==> config.mk <==
export PLATFORM = sky130hd
export DESIGN_NAME = sol32_memarbiter
export DESIGN_NICKNAME = d
export VERILOG_FILES = /design/src/rtl/sol32_memarbiter.sv
export SDC_FILE = /design/constraint.sdc
export NUM_CORES = 1
export LEC_CHECK = 0
export BUFFER_PORTS_ARGS = -buffer_cell sky130_fd_sc_hd__buf_2
export CAP_MARGIN = 5
export CORE_MARGIN = 10
export CORE_UTILIZATION = 35
export DETAILED_ROUTE_END_ITERATION = 10
export GPL_ROUTABILITY_DRIVEN = 0
export MAX_ROUTING_LAYER = met4
export PLACE_DENSITY = 0.74
export SLEW_MARGIN = 10
export SYNTH_ARGS = -nofsm -noshare
export SYNTH_HDL_FRONTEND = slang
export SYNTH_HIERARCHICAL = 1
export SYNTH_SLANG_ARGS = --single-unit
==> constraint.sdc <==
create_clock -name clk -period 2.7 [get_ports clk]
set_clock_uncertainty 0.1 [all_clocks]
set_input_delay 0.405 -clock clk [delete_from_list [all_inputs] [get_ports clk]]
set_output_delay 0.405 -clock clk [all_outputs]
set_load 0.02 [all_outputs]
==> src/rtl/sol32_memarbiter.sv <==
// Two-master (instruction fetch / data) arbiter onto a single memory port.
// Alternates grants on contention and aborts transfers that wait too long.

module sol32_memarbiter_chk (
  input logic clk,
  input logic rst_n,
  input logic mem_req,
  input logic fetch_ack,
  input logic data_ack
);

  // Completion pulses are exclusive, single-cycle and never overlap an open request
  a_one_ack:        assert property (@(posedge clk) disable iff (!rst_n) !(fetch_ack && data_ack));
  a_ack_no_req:     assert property (@(posedge clk) disable iff (!rst_n) !((fetch_ack || data_ack) && mem_req));
  a_fetch_ack_once: assert property (@(posedge clk) disable iff (!rst_n) fetch_ack |=> !fetch_ack);
  a_data_ack_once:  assert property (@(posedge clk) disable iff (!rst_n) data_ack |=> !data_ack);

endmodule

module sol32_memarbiter #(
  parameter int TIMEOUT = 16
) (
  input  logic        clk,
  input  logic        rst_n,
  input  logic        fetch_req,
  input  logic [31:0] fetch_addr,
  output logic [31:0] fetch_data,
  output logic        fetch_ack,
  input  logic        data_req,
  input  logic        data_we,
  input  logic [31:0] data_addr,
  input  logic [31:0] data_wdata,
  output logic [31:0] data_rdata,
  output logic        data_ack,
  output logic        mem_req,
  output logic        mem_we,
  output logic [31:0] mem_addr,
  output logic [31:0] mem_wdata,
  input  logic [31:0] mem_rdata,
  input  logic        mem_ack,
  output logic        bus_error,
  output logic [31:0] error_addr,
  input  logic        err_clr
);

  typedef enum logic [1:0] {
    IDLE  = 2'b00,
    FETCH = 2'b01,
    DATA  = 2'b10
  } state_t;

  localparam logic [7:0] WAIT_LAST = 8'(TIMEOUT - 1);

  state_t      state_r, state_s;
  logic        last_data_r, last_data_s;
  logic [7:0]  wait_cnt_r, wait_cnt_s;
  logic        mem_req_r, mem_req_s;
  logic        mem_we_r, mem_we_s;
  logic [31:0] mem_addr_r, mem_addr_s;
  logic [31:0] mem_wdata_r, mem_wdata_s;
  logic [31:0] fetch_data_r, fetch_data_s;
  logic        fetch_ack_r, fetch_ack_s;
  logic [31:0] data_rdata_r, data_rdata_s;
  logic        data_ack_r, data_ack_s;
  logic        bus_error_r, bus_error_s;
  logic [31:0] error_addr_r, error_addr_s;

  logic        fetch_ok_s, data_ok_s;
  logic        grant_fetch_s, grant_data_s;
  logic        done_s, timeout_s;

  // Arbitration: a requester still holding its line during its own ack cycle is not re-granted
  always_comb begin
    fetch_ok_s    = fetch_req & ~fetch_ack_r;
    data_ok_s     = data_req & ~data_ack_r;
    grant_data_s  = data_ok_s & (~fetch_ok_s | ~last_data_r);
    grant_fetch_s = fetch_ok_s & ~grant_data_s;
    done_s        = mem_req_r & mem_ack;
    timeout_s     = mem_req_r & ~mem_ack & (wait_cnt_r == WAIT_LAST);
  end

  // Next-state and next-output computation for the transfer FSM
  always_comb begin
    state_s      = state_r;
    last_data_s  = last_data_r;
    wait_cnt_s   = wait_cnt_r;
    mem_req_s    = mem_req_r;
    mem_we_s     = mem_we_r;
    mem_addr_s   = mem_addr_r;
    mem_wdata_s  = mem_wdata_r;
    fetch_data_s = fetch_data_r;
    fetch_ack_s  = 1'b0;
    data_rdata_s = data_rdata_r;
    data_ack_s   = 1'b0;
    error_addr_s = error_addr_r;
    if (err_clr) begin
      bus_error_s = 1'b0;
    end else begin
      bus_error_s = bus_error_r;
    end

    case (state_r)
      IDLE: begin
        if (grant_data_s) begin
          state_s     = DATA;
          last_data_s = 1'b1;
          wait_cnt_s  = 8'd0;
          mem_req_s   = 1'b1;
          mem_we_s    = data_we;
          mem_addr_s  = data_addr;
          mem_wdata_s = data_wdata;
        end else if (grant_fetch_s) begin
          state_s     = FETCH;
          last_data_s = 1'b0;
          wait_cnt_s  = 8'd0;
          mem_req_s   = 1'b1;
          mem_we_s    = 1'b0;
          mem_addr_s  = fetch_addr;
          mem_wdata_s = 32'd0;
        end else begin
          state_s = IDLE;
        end
      end
      FETCH, DATA: begin
        if (done_s) begin
          state_s   = IDLE;
          mem_req_s = 1'b0;
          if (state_r == FETCH) begin
            fetch_ack_s  = 1'b1;
            fetch_data_s = mem_rdata;
          end else begin
            data_ack_s = 1'b1;
            if (!mem_we_r) begin
              data_rdata_s = mem_rdata;
            end else begin
              data_rdata_s = data_rdata_r;
            end
          end
        end else if (timeout_s) begin
          // Abort: the owner still gets its ack, with zero read data
          state_s      = IDLE;
          mem_req_s    = 1'b0;
          bus_error_s  = 1'b1;
          error_addr_s = mem_addr_r;
          if (state_r == FETCH) begin
            fetch_ack_s  = 1'b1;
            fetch_data_s = 32'd0;
          end else begin
            data_ack_s   = 1'b1;
            data_rdata_s = 32'd0;
          end
        end else begin
          wait_cnt_s = wait_cnt_r + 8'd1;
        end
      end
      default: begin
        state_s   = IDLE;
        mem_req_s = 1'b0;
      end
    endcase
  end

  // State and output registers
  always_ff @(posedge clk or negedge rst_n) begin
    if (!rst_n) begin
      state_r      <= IDLE;
      last_data_r  <= 1'b0;
      wait_cnt_r   <= 8'd0;
      mem_req_r    <= 1'b0;
      mem_we_r     <= 1'b0;
      mem_addr_r   <= 32'd0;
      mem_wdata_r  <= 32'd0;
      fetch_data_r <= 32'd0;
      fetch_ack_r  <= 1'b0;
      data_rdata_r <= 32'd0;
      data_ack_r   <= 1'b0;
      bus_error_r  <= 1'b0;
      error_addr_r <= 32'd0;
    end else begin
      state_r      <= state_s;
      last_data_r  <= last_data_s;
      wait_cnt_r   <= wait_cnt_s;
      mem_req_r    <= mem_req_s;
      mem_we_r     <= mem_we_s;
      mem_addr_r   <= mem_addr_s;
      mem_wdata_r  <= mem_wdata_s;
      fetch_data_r <= fetch_data_s;
      fetch_ack_r  <= fetch_ack_s;
      data_rdata_r <= data_rdata_s;
      data_ack_r   <= data_ack_s;
      bus_error_r  <= bus_error_s;
      error_addr_r <= error_addr_s;
    end
  end

  assign fetch_data = fetch_data_r;
  assign fetch_ack  = fetch_ack_r;
  assign data_rdata = data_rdata_r;
  assign data_ack   = data_ack_r;
  assign mem_req    = mem_req_r;
  assign mem_we     = mem_we_r;
  assign mem_addr   = mem_addr_r;
  assign mem_wdata  = mem_wdata_r;
  assign bus_error  = bus_error_r;
  assign error_addr = error_addr_r;

  sol32_memarbiter_chk u_chk (
    .clk       (clk),
    .rst_n     (rst_n),
    .mem_req   (mem_req_r),
    .fetch_ack (fetch_ack_r),
    .data_ack  (data_ack_r)
  );

endmodule

; Word-level counts from Yosys, hierarchy flattened
; Index checks and enable logic that the tools add are counted.
[word_totals]
register_bits = 176
input_bits = 135
word_cells = 92
[op_classes]
n_addsub = 1
n_eq_ne = 8
mux = 43
bitwise = 16
reduce_logical = 11
[ops]
columns = operator, n
row1 = $mux W32, 13
row2 = $mux W8, 4
row3 = $mux W1, 20
row4 = $pmux W8 S2, 1
row5 = $add A8 B1 Y8 const B, 1
row6 = $eq A8 B4 Y1 const B, 1
row7 = $not A1 Y1, 8
row8 = $reduce_and A4 Y1, 2
row9 = $and A1 B1 Y1, 7
row10 = $mux W2, 3
row11 = $ne A2 B2 Y1 const B, 3
row12 = $ne A3 B3 Y1 const B, 2
row13 = $reduce_and A3 Y1, 2
row14 = $reduce_bool A2 Y1, 3
row15 = $pmux W2 S2, 1
row16 = $reduce_and A2 Y1, 2
row17 = $eq A2 B1 Y1 const B, 1
row18 = $eq A2 B2 Y1 const B, 1
row19 = $logic_not A2 Y1, 1
row20 = $pmux W1 S2, 1
row21 = $reduce_or A2 Y1, 1
row22 = $or A1 B1 Y1, 1

; Logic depth before layout (Yosys ltp)
; Gate-level depths: netlist of the first run.
[depth]
word_depth = 10
depth_mapped = 8
ltp_nobuf = 6

; Worst setup path after synthesis of the first run
; No wires, ideal clock.
[synth_path]
kind = reg-to-reg
from = reg state_r[0]
to = reg wait_cnt_r[7]
setup_ps = 124
arrival_ps = 1891
t_required_ps = 2476
path_slack_ps = 585
path_stages_with_launch = 8
path_buffers = 1
period_less_slack_ps = 2115
path_cell_list = dfrtp_1 > inv_1 > ha_1 > buf_2 > nand2_1 > or4_1 > o211a_1 > a211o_1
[synth_via]
elab_chain_len = 4
elab_cells_between_ends = 10
classes_between = eq/ne: 5 / mux: 1 / reduce/logical: 4
[synth_rtl]
columns = item, line
row1 = from (decl), 54  ; state_t state_r, state_s;
row2 = from (signal assigned), 180  ; state_r <= state_s;
row3 = $eq A2 B1 Y1 / $eq A2 B2 Y1 (equally long branches), 102  ; case (state_r)
row4 = $reduce_or A2 Y1, 102
row5 = $ne A2 B2 Y1 (no line) / $reduce_bool A2 Y1 (equally long branches), -
row6 = $reduce_and A4 Y1 (no line), -
row7 = to (signal assigned), 182  ; wait_cnt_r <= wait_cnt_s;
row8 = to (decl), 56  ; logic [7:0] wait_cnt_r, wait_cnt_s;
; Parallel ways exist; a longest one is shown, timed or not.
; A chain may end at the register's enable or synchronous reset.

; Worst setup path in the final report of the first run
[layout_path]
from = reg wait_cnt_r[0]
to = reg wait_cnt_r[1]
[layout_via]
elab_chain_len = 4
elab_cells_between_ends = 8
classes_between = add/sub: 1 / eq/ne: 2 / mux: 3 / bitwise: 1 / reduce/logical: 1
[layout_rtl]
columns = item, line
row1 = $add A8 B1 Y8 / $eq A8 B4 Y1 (equally long branches), "153, 79"
row2 = $mux W8 / $and A1 B1 Y1 (equally long branches), "139, 79"
row3 = $mux W8 / $ne A2 B2 Y1 (equally long branches), -
row4 = $pmux W8 S2 / $reduce_and A4 Y1 (equally long branches), -
; Parallel ways exist; a longest one is shown, timed or not. The select of a mux whose other input is x is not followed.

==> results of run 1 <==
-- area by class of cell --
class	instances	area (µm²)	area share
Multi-Input combinational cell	365	2470	0.261
Sequential cell	176	4400	0.465
Antenna cell	1	2.50	0.000264
Timing Repair Buffer	316	1700	0.179
Clock inverter	12	97.6	0.0103
Inverter	5	18.8	0.00198
Tap cell	265	332	0.0350
Clock buffer	20	447	0.0472
-- worst register-to-register path: stages, from the launching register on --
cell,delay (ns)
dfrtp_1,0.43
ha_1,0.26
nand4b_1,0.26
o211ai_1,0.69
nor2_1,0.11
a221o_1,0.37
-- cells in the mapped netlist (all sizes together) (2+ instances only) --
master | n | area [µm²]
nand2b | 5 | 31.3
mux2 | 32 | 360
mux2i | 32 | 320
and3 | 4 | 25.0
a31oi | 2 | 12.5
ha | 3 | 37.5
o211ai | 2 | 20.0
a22o | 64 | 561
nor4 | 3 | 18.8
o211a | 3 | 30.0
a211o | 6 | 52.6
nand2 | 109 | 412
inv | 5 | 18.8
clkbuf | 25 | 104
dfrtp | 176 | 4400
o21ai | 72 | 360
a21oi | 3 | 15.0
nor4b | 2 | 17.5
nor2 | 5 | 18.8
nor2b | 2 | 12.5
nor3 | 5 | 36.3
buf | 15 | 87.6
-- state kept, by name, summed over array words and instances, names as in the netlist --
signal	cells
fetch_ack	1
mem_we	1
error_addr	32
wait_cnt_r	8
data_ack	1
fetch_data	32
last_data_r	1
mem_addr	32
mem_wdata	32
state_r	2
bus_error	1
data_rdata	32
mem_req	1
-- report_power, final --
part           internal (mW)  switching [mW]  total [mW]  leakage [nW]
clock                   1.22            1.06        2.28         0.264
sequential              3.56           0.569        4.13          2.30
combinational           1.57            2.80        4.36          2.51
total                   6.35            4.43        10.8          5.07
-- per-layer routing --
layer,share of wire,vias up
li1,-,2667
met1,0.44,2699
met2,0.48,216
met3,0.063,25
met4,0.018,0
met5,0,-
-- final timing paths --
check | slack (ns) | from | to
worst max register to register | 0.36 | wait_cnt_r[0] | wait_cnt_r[1]
worst max-delay path | 0.36 | wait_cnt_r[0] | wait_cnt_r[1]
worst min register to register | 0.40 | error_addr[17] | error_addr[17]
worst min-delay path | 0.06 | err_clr | bus_error
min in group asynchronous | 0.47 | rst_n | error_addr[21]
max in group asynchronous | 1.32 | rst_n | fetch_data[6]
-- cells by family after synthesis --
kind of cell,count (synthesis),synth area share
mux,64,0.0966
compound gates,157,0.155
fa+ha+maj,3,0.00533
flops,176,0.625
simple gates,141,0.0879
buf+inv,45,0.0298
==> flow_results.xml, run 1 <==
<?xml version="1.0" encoding="UTF-8"?>
<metrics>
  <group name="timing">
    <metric name="maxClockFrequency" unit="MHz">428</metric>
    <metric name="timing.final.setup_violations" unit="">0</metric>
    <metric name="timing.final.hold_violations" unit="">0</metric>
    <metric name="final_min_period_over_clock_period" unit="">0.865</metric>
    <metric name="drv_slew" unit="">0</metric>
    <metric name="relSlewSlack" unit="">0.512</metric>
    <metric name="finalHoldWorstSlack" unit="ns">0.0572</metric>
    <metric name="grt_setup_unrepaired" unit="">false</metric>
    <metric name="tightestPinTransition" unit="ns">0.729</metric>
    <metric name="fin_ws" unit="ns">0.365</metric>
    <metric name="setup-tns-final" unit="ns">0</metric>
    <metric name="finalCriticalPeriod" unit="ns">2.34</metric>
  </group>
  <group name="layout">
    <metric name="number_of_standard_cells_in_the_layout_taps_in_and_fillers_out" unit="">1160</metric>
    <metric name="top_library_cells_by_usage_in_the_layout_fill_and_taps_aside" unit="">298 x buf_2, 176 x dfrtp_1, 108 x nand2_1</metric>
    <metric name="finalCoreUtilization" unit="">0.482</metric>
    <metric name="fillerInstances" unit="">1824</metric>
    <metric name="drive_gt1_frac" unit="">0.432</metric>
    <metric name="synthToLayoutAreaGrowth" unit="%">34.4</metric>
    <metric name="most_common_cell_after_layout_fill_and_taps_aside" unit="">buf_2</metric>
    <metric name="fin_area" unit="µm²">9470</metric>
    <metric name="final_net_count" unit="">1019</metric>
  </group>
  <group name="critical_path">
    <metric name="cp_slowest_stage_delay" unit="ns">0.69</metric>
    <metric name="timing.critical_path.from_type" unit="">flip-flop</metric>
    <metric name="cp_slowest_cell" unit="">o211ai_1</metric>
    <metric name="path_class" unit="">reg2reg</metric>
    <metric name="worst_ep_required_time" unit="ns">2.90</metric>
    <metric name="worstRegToRegCells" unit="">5</metric>
    <metric name="crit_path_end_kind" unit="">flip-flop</metric>
    <metric name="critPathArrivalTime" unit="ns">2.53</metric>
    <metric name="critical_path_peak_fanout" unit="">11</metric>
    <metric name="critPathBufInv" unit="">0</metric>
    <metric name="timing.critical_path.max_delay_family" unit="">compound AO/OA/AOI/OAI gates</metric>
    <metric name="worstPathCellList" unit="">ha_1, nand4b_1, o211ai_1, nor2_1, a221o_1</metric>
    <metric name="critical_path_depth" unit="">5</metric>
  </group>
  <group name="floorplanning">
    <metric name="die-height" unit="µm">162</metric>
    <metric name="fp-row-count" unit="">51</metric>
    <metric name="floorplan.initialDensity" unit="">0.358</metric>
    <metric name="floorplan.die_area" unit="µm²">26200</metric>
    <metric name="i_o_pin_total" unit="">300</metric>
    <metric name="core" unit="µm²">19700</metric>
    <metric name="dieWidth" unit="µm">162</metric>
  </group>
  <group name="power_and_ir_drop">
    <metric name="leakage" unit="nW">5.07</metric>
    <metric name="overall_power_consumption" unit="mW">10.8</metric>
    <metric name="powerDensity" unit="nW/µm²">1140</metric>
    <metric name="vdd.ir_drop.worst" unit="V">0.000635</metric>
  </group>
  <group name="clock_network">
    <metric name="cts_sinks" unit="">176</metric>
    <metric name="clkTransAtPathRegs" unit="ns">0.07</metric>
    <metric name="setup_fix_bufs_post_cts" unit="">0</metric>
    <metric name="worst_skew_pair.late_latency" unit="ns">0.42</metric>
    <metric name="cts_repair_resize_count" unit="">0</metric>
    <metric name="ctsHtreeMaxLevel" unit="">4</metric>
    <metric name="cts_hold_repair.buffers" unit="">1</metric>
    <metric name="tritoncts.num_buffers" unit="">17</metric>
    <metric name="max-clock-path-buffers" unit="">2</metric>
    <metric name="tritoncts_clock_tree" unit="">yes</metric>
    <metric name="clockRootBuffer" unit="">clkbuf_16</metric>
  </group>
  <group name="synth">
    <metric name="synthesis.nets" unit="">724</metric>
    <metric name="synthesis.area" unit="µm²">7040</metric>
    <metric name="syn-mean-instance-area" unit="µm²">12.0</metric>
    <metric name="async_flop_share" unit="">1.00</metric>
    <metric name="yosys_warnings" unit="">6</metric>
    <metric name="synth_ff_type" unit="">dfrtp_1</metric>
    <metric name="synth_edf_count" unit="">0</metric>
    <metric name="part_of_the_yosys_area_used_for_sequential_elements" unit="">0.625</metric>
    <metric name="postSynthRegisterBits" unit="">176</metric>
    <metric name="yosysUniqueCellTypes" unit="">39</metric>
    <metric name="synthesis.instances" unit="">586</metric>
  </group>
  <group name="detailed_routing">
    <metric name="wl_per_cell" unit="µm">17.8</metric>
    <metric name="detailroute.via_count" unit="">5607</metric>
    <metric name="routed_wirelength" unit="µm">20600</metric>
    <metric name="dr.pass1.iters" unit="">4</metric>
    <metric name="drc" unit="">0</metric>
    <metric name="ant_nets" unit="">0</metric>
    <metric name="vias_per_cell" unit="">4.83</metric>
    <metric name="drt_iter0_drc" unit="">405</metric>
  </group>
  <group name="global_routing">
    <metric name="grt_most_used_layer" unit="">met2</metric>
    <metric name="grt_first_pass_wirelength" unit="µm">32500</metric>
    <metric name="antenna_found_initial" unit="">1</metric>
    <metric name="grt_use_met2" unit="">0.248</metric>
    <metric name="first_global_vias" unit="">5944</metric>
    <metric name="grt.met1_usage" unit="">0.190</metric>
    <metric name="met3_track_utilization_from_global_routing" unit="">0.0450</metric>
    <metric name="track_usage" unit="">0.158</metric>
    <metric name="grt_start_max_net_pins" unit="">69</metric>
    <metric name="globalRoute.totalOverflow" unit="">0</metric>
  </group>
  <group name="run">
    <metric name="max_cap_violations" unit="">0</metric>
  </group>
  <group name="run_status">
    <metric name="status" unit="">finished clean</metric>
  </group>
  <group name="min_path">
    <metric name="min_path_type" unit="">in2reg</metric>
    <metric name="timing.hold.worst_path_depth" unit="">2</metric>
  </group>
  <group name="placed_design">
    <metric name="placement.io_buffers" unit="">299</metric>
    <metric name="place.detailed.instances" unit="">1126</metric>
    <metric name="place_hpwl" unit="µm">15200</metric>
    <metric name="detailedPlace.worstSlack" unit="ns">0.404</metric>
    <metric name="dpl_cell_area" unit="µm²">8910</metric>
  </group>
</metrics>
Note: power is estimated with default switching activity, not from simulation.
==> inputs of run 2 (changes only) <==
- BUFFER_PORTS_ARGS: -buffer_cell sky130_fd_sc_hd__buf_2 -> -buffer_cell sky130_fd_sc_hd__clkbuf_2
- CTS_CLUSTER_DIAMETER: unset -> 100
==> run 2 against run 1 <==
Final cell count decreased by 0.17%. Worst hold slack improved by 0.011 ns. Power increased by 1.1%. First-iteration DRC count decreased by 24%. Critical path type unchanged. Sequential share of layout area about the same. Sequential power increased by 1%. Core utilization about the same. Non-clock buffer count decreased by 1. Count of clock-buffer cells in the layout unchanged. Largest power group unchanged. Global-route usage increased by 0.33 points. Highest routed layer unchanged. Setup slack got worse by 0.051 ns. Critical endpoint unchanged. Register-to-register slack got worse by 0.05 ns.
==> flow_results.xml, run 2 (synthesis gave the netlist of run 1 again) <==
<?xml version="1.0" encoding="UTF-8"?>
<metrics>
  <group name="placed_design">
    <metric name="place_hpwl" unit="µm">15500</metric>
    <metric name="detailedPlace.worstSlack" unit="ns">0.379</metric>
    <metric name="dpl_cell_area" unit="µm²">8890</metric>
    <metric name="placement.io_buffers" unit="">299</metric>
    <metric name="place.detailed.instances" unit="">1125</metric>
  </group>
  <group name="clock_network">
    <metric name="cts_hold_repair.buffers" unit="">1</metric>
    <metric name="max-clock-path-buffers" unit="">2</metric>
    <metric name="ctsHtreeMaxLevel" unit="">4</metric>
    <metric name="tritoncts.num_buffers" unit="">17</metric>
    <metric name="cts_repair_resize_count" unit="">0</metric>
    <metric name="worst_skew_pair.late_latency" unit="ns">0.42</metric>
    <metric name="setup_fix_bufs_post_cts" unit="">0</metric>
    <metric name="cts_sinks" unit="">176</metric>
    <metric name="tritoncts_clock_tree" unit="">yes</metric>
    <metric name="clockRootBuffer" unit="">clkbuf_16</metric>
    <metric name="clkTransAtPathRegs" unit="ns">0.07</metric>
  </group>
  <group name="timing">
    <metric name="maxClockFrequency" unit="MHz">419</metric>
    <metric name="finalHoldWorstSlack" unit="ns">0.0685</metric>
    <metric name="timing.final.setup_violations" unit="">0</metric>
    <metric name="drv_slew" unit="">0</metric>
    <metric name="setup-tns-final" unit="ns">0</metric>
    <metric name="tightestPinTransition" unit="ns">0.788</metric>
    <metric name="timing.final.hold_violations" unit="">0</metric>
    <metric name="final_min_period_over_clock_period" unit="">0.884</metric>
    <metric name="relSlewSlack" unit="">0.472</metric>
    <metric name="fin_ws" unit="ns">0.314</metric>
    <metric name="grt_setup_unrepaired" unit="">false</metric>
    <metric name="finalCriticalPeriod" unit="ns">2.39</metric>
  </group>
  <group name="critical_path">
    <metric name="path_class" unit="">reg2reg</metric>
    <metric name="worst_ep_required_time" unit="ns">2.89</metric>
    <metric name="cp_slowest_stage_delay" unit="ns">0.66</metric>
    <metric name="timing.critical_path.from_type" unit="">flip-flop</metric>
    <metric name="critical_path_peak_fanout" unit="">11</metric>
    <metric name="cp_slowest_cell" unit="">o211ai_1</metric>
    <metric name="timing.critical_path.max_delay_family" unit="">compound AO/OA/AOI/OAI gates</metric>
    <metric name="worstPathCellList" unit="">or4b_4, o211ai_1, nor2_1, a221o_1</metric>
    <metric name="critPathArrivalTime" unit="ns">2.58</metric>
    <metric name="critPathBufInv" unit="">0</metric>
    <metric name="crit_path_end_kind" unit="">flip-flop</metric>
  </group>
  <group name="floorplanning">
    <metric name="floorplan.die_area" unit="µm²">26200</metric>
    <metric name="fp-row-count" unit="">51</metric>
    <metric name="floorplan.initialDensity" unit="">0.358</metric>
    <metric name="i_o_pin_total" unit="">300</metric>
    <metric name="dieWidth" unit="µm">162</metric>
    <metric name="die-height" unit="µm">162</metric>
    <metric name="core" unit="µm²">19700</metric>
  </group>
  <group name="power_and_ir_drop">
    <metric name="leakage" unit="nW">5.03</metric>
    <metric name="vdd.ir_drop.worst" unit="V">0.000548</metric>
    <metric name="overall_power_consumption" unit="mW">10.9</metric>
    <metric name="powerDensity" unit="nW/µm²">1150</metric>
  </group>
  <group name="layout">
    <metric name="drive_gt1_frac" unit="">0.431</metric>
    <metric name="number_of_standard_cells_in_the_layout_taps_in_and_fillers_out" unit="">1158</metric>
    <metric name="fin_area" unit="µm²">9470</metric>
    <metric name="most_common_cell_after_layout_fill_and_taps_aside" unit="">clkbuf_2</metric>
    <metric name="finalCoreUtilization" unit="">0.482</metric>
    <metric name="top_library_cells_by_usage_in_the_layout_fill_and_taps_aside" unit="">298 x clkbuf_2, 176 x dfrtp_1, 108 x nand2_1</metric>
    <metric name="synthToLayoutAreaGrowth" unit="%">34.5</metric>
    <metric name="final_net_count" unit="">1018</metric>
    <metric name="n_diodes" unit="">0</metric>
  </group>
  <group name="detailed_routing">
    <metric name="vias_per_cell" unit="">4.88</metric>
    <metric name="dr.pass1.iters" unit="">5</metric>
    <metric name="detailroute.via_count" unit="">5646</metric>
    <metric name="routed_wirelength" unit="µm">20700</metric>
    <metric name="drt_iter0_drc" unit="">307</metric>
    <metric name="drc" unit="">0</metric>
    <metric name="wl_per_cell" unit="µm">17.9</metric>
    <metric name="ant_nets" unit="">0</metric>
  </group>
  <group name="run_status">
    <metric name="status" unit="">finished clean</metric>
  </group>
  <group name="global_routing">
    <metric name="grt_start_max_net_pins" unit="">65</metric>
    <metric name="track_usage" unit="">0.161</metric>
    <metric name="first_global_vias" unit="">5957</metric>
    <metric name="globalRoute.totalOverflow" unit="">0</metric>
    <metric name="antenna_found_initial" unit="">0</metric>
    <metric name="grt_first_pass_wirelength" unit="µm">33000</metric>
  </group>
  <group name="run">
    <metric name="max_cap_violations" unit="">0</metric>
  </group>
  <group name="min_path">
    <metric name="min_path_type" unit="">in2reg</metric>
  </group>
</metrics>
-- run 2: final timing paths --
kind / endpoint / depth (start not counted) / from / slack, ns
worst max-delay path: wait_cnt_r[1] / 4 / wait_cnt_r[5] / 0.31
worst min-delay path: bus_error / 2 / err_clr / 0.07
worst max register to register: wait_cnt_r[1] / 4 / wait_cnt_r[5] / 0.31
worst min register to register: mem_addr[20] / 2 / mem_addr[20] / 0.40
max in group asynchronous: wait_cnt_r[1] / 3 / rst_n / 1.32
min in group asynchronous: mem_addr[21] / 2 / rst_n / 0.42
-- run 2: final cells by class --
| class | instances | area (µm²) |
|---|---|---|
| Multi-Input combinational cell | 365 | 2470 |
| Sequential cell | 176 | 4400 |
| Inverter | 5 | 18.8 |
| Clock inverter | 12 | 124 |
| Fill cell | 1841 | 10200 |
| Timing Repair Buffer | 315 | 1680 |
| Tap cell | 265 | 332 |
| Clock buffer | 20 | 447 |
-- run 2: metal layers --
| layer | track usage | routed length, µm |
|---|---|---|
| met3 | 0.0513 | 1570 |
| met5 | - | 0 |
| met1 | 0.191 | 8830 |
| met2 | 0.258 | 10100 |
| met4 | 0.0476 | 288 |
-- run 2: power by group --
part           internal (mW)  switching, mW  leakage [nW]
Clock                   1.32           1.07         0.272
Combinational           1.52           2.81          2.46
Sequential              3.56          0.612          2.30
Total                   6.40           4.49          5.03
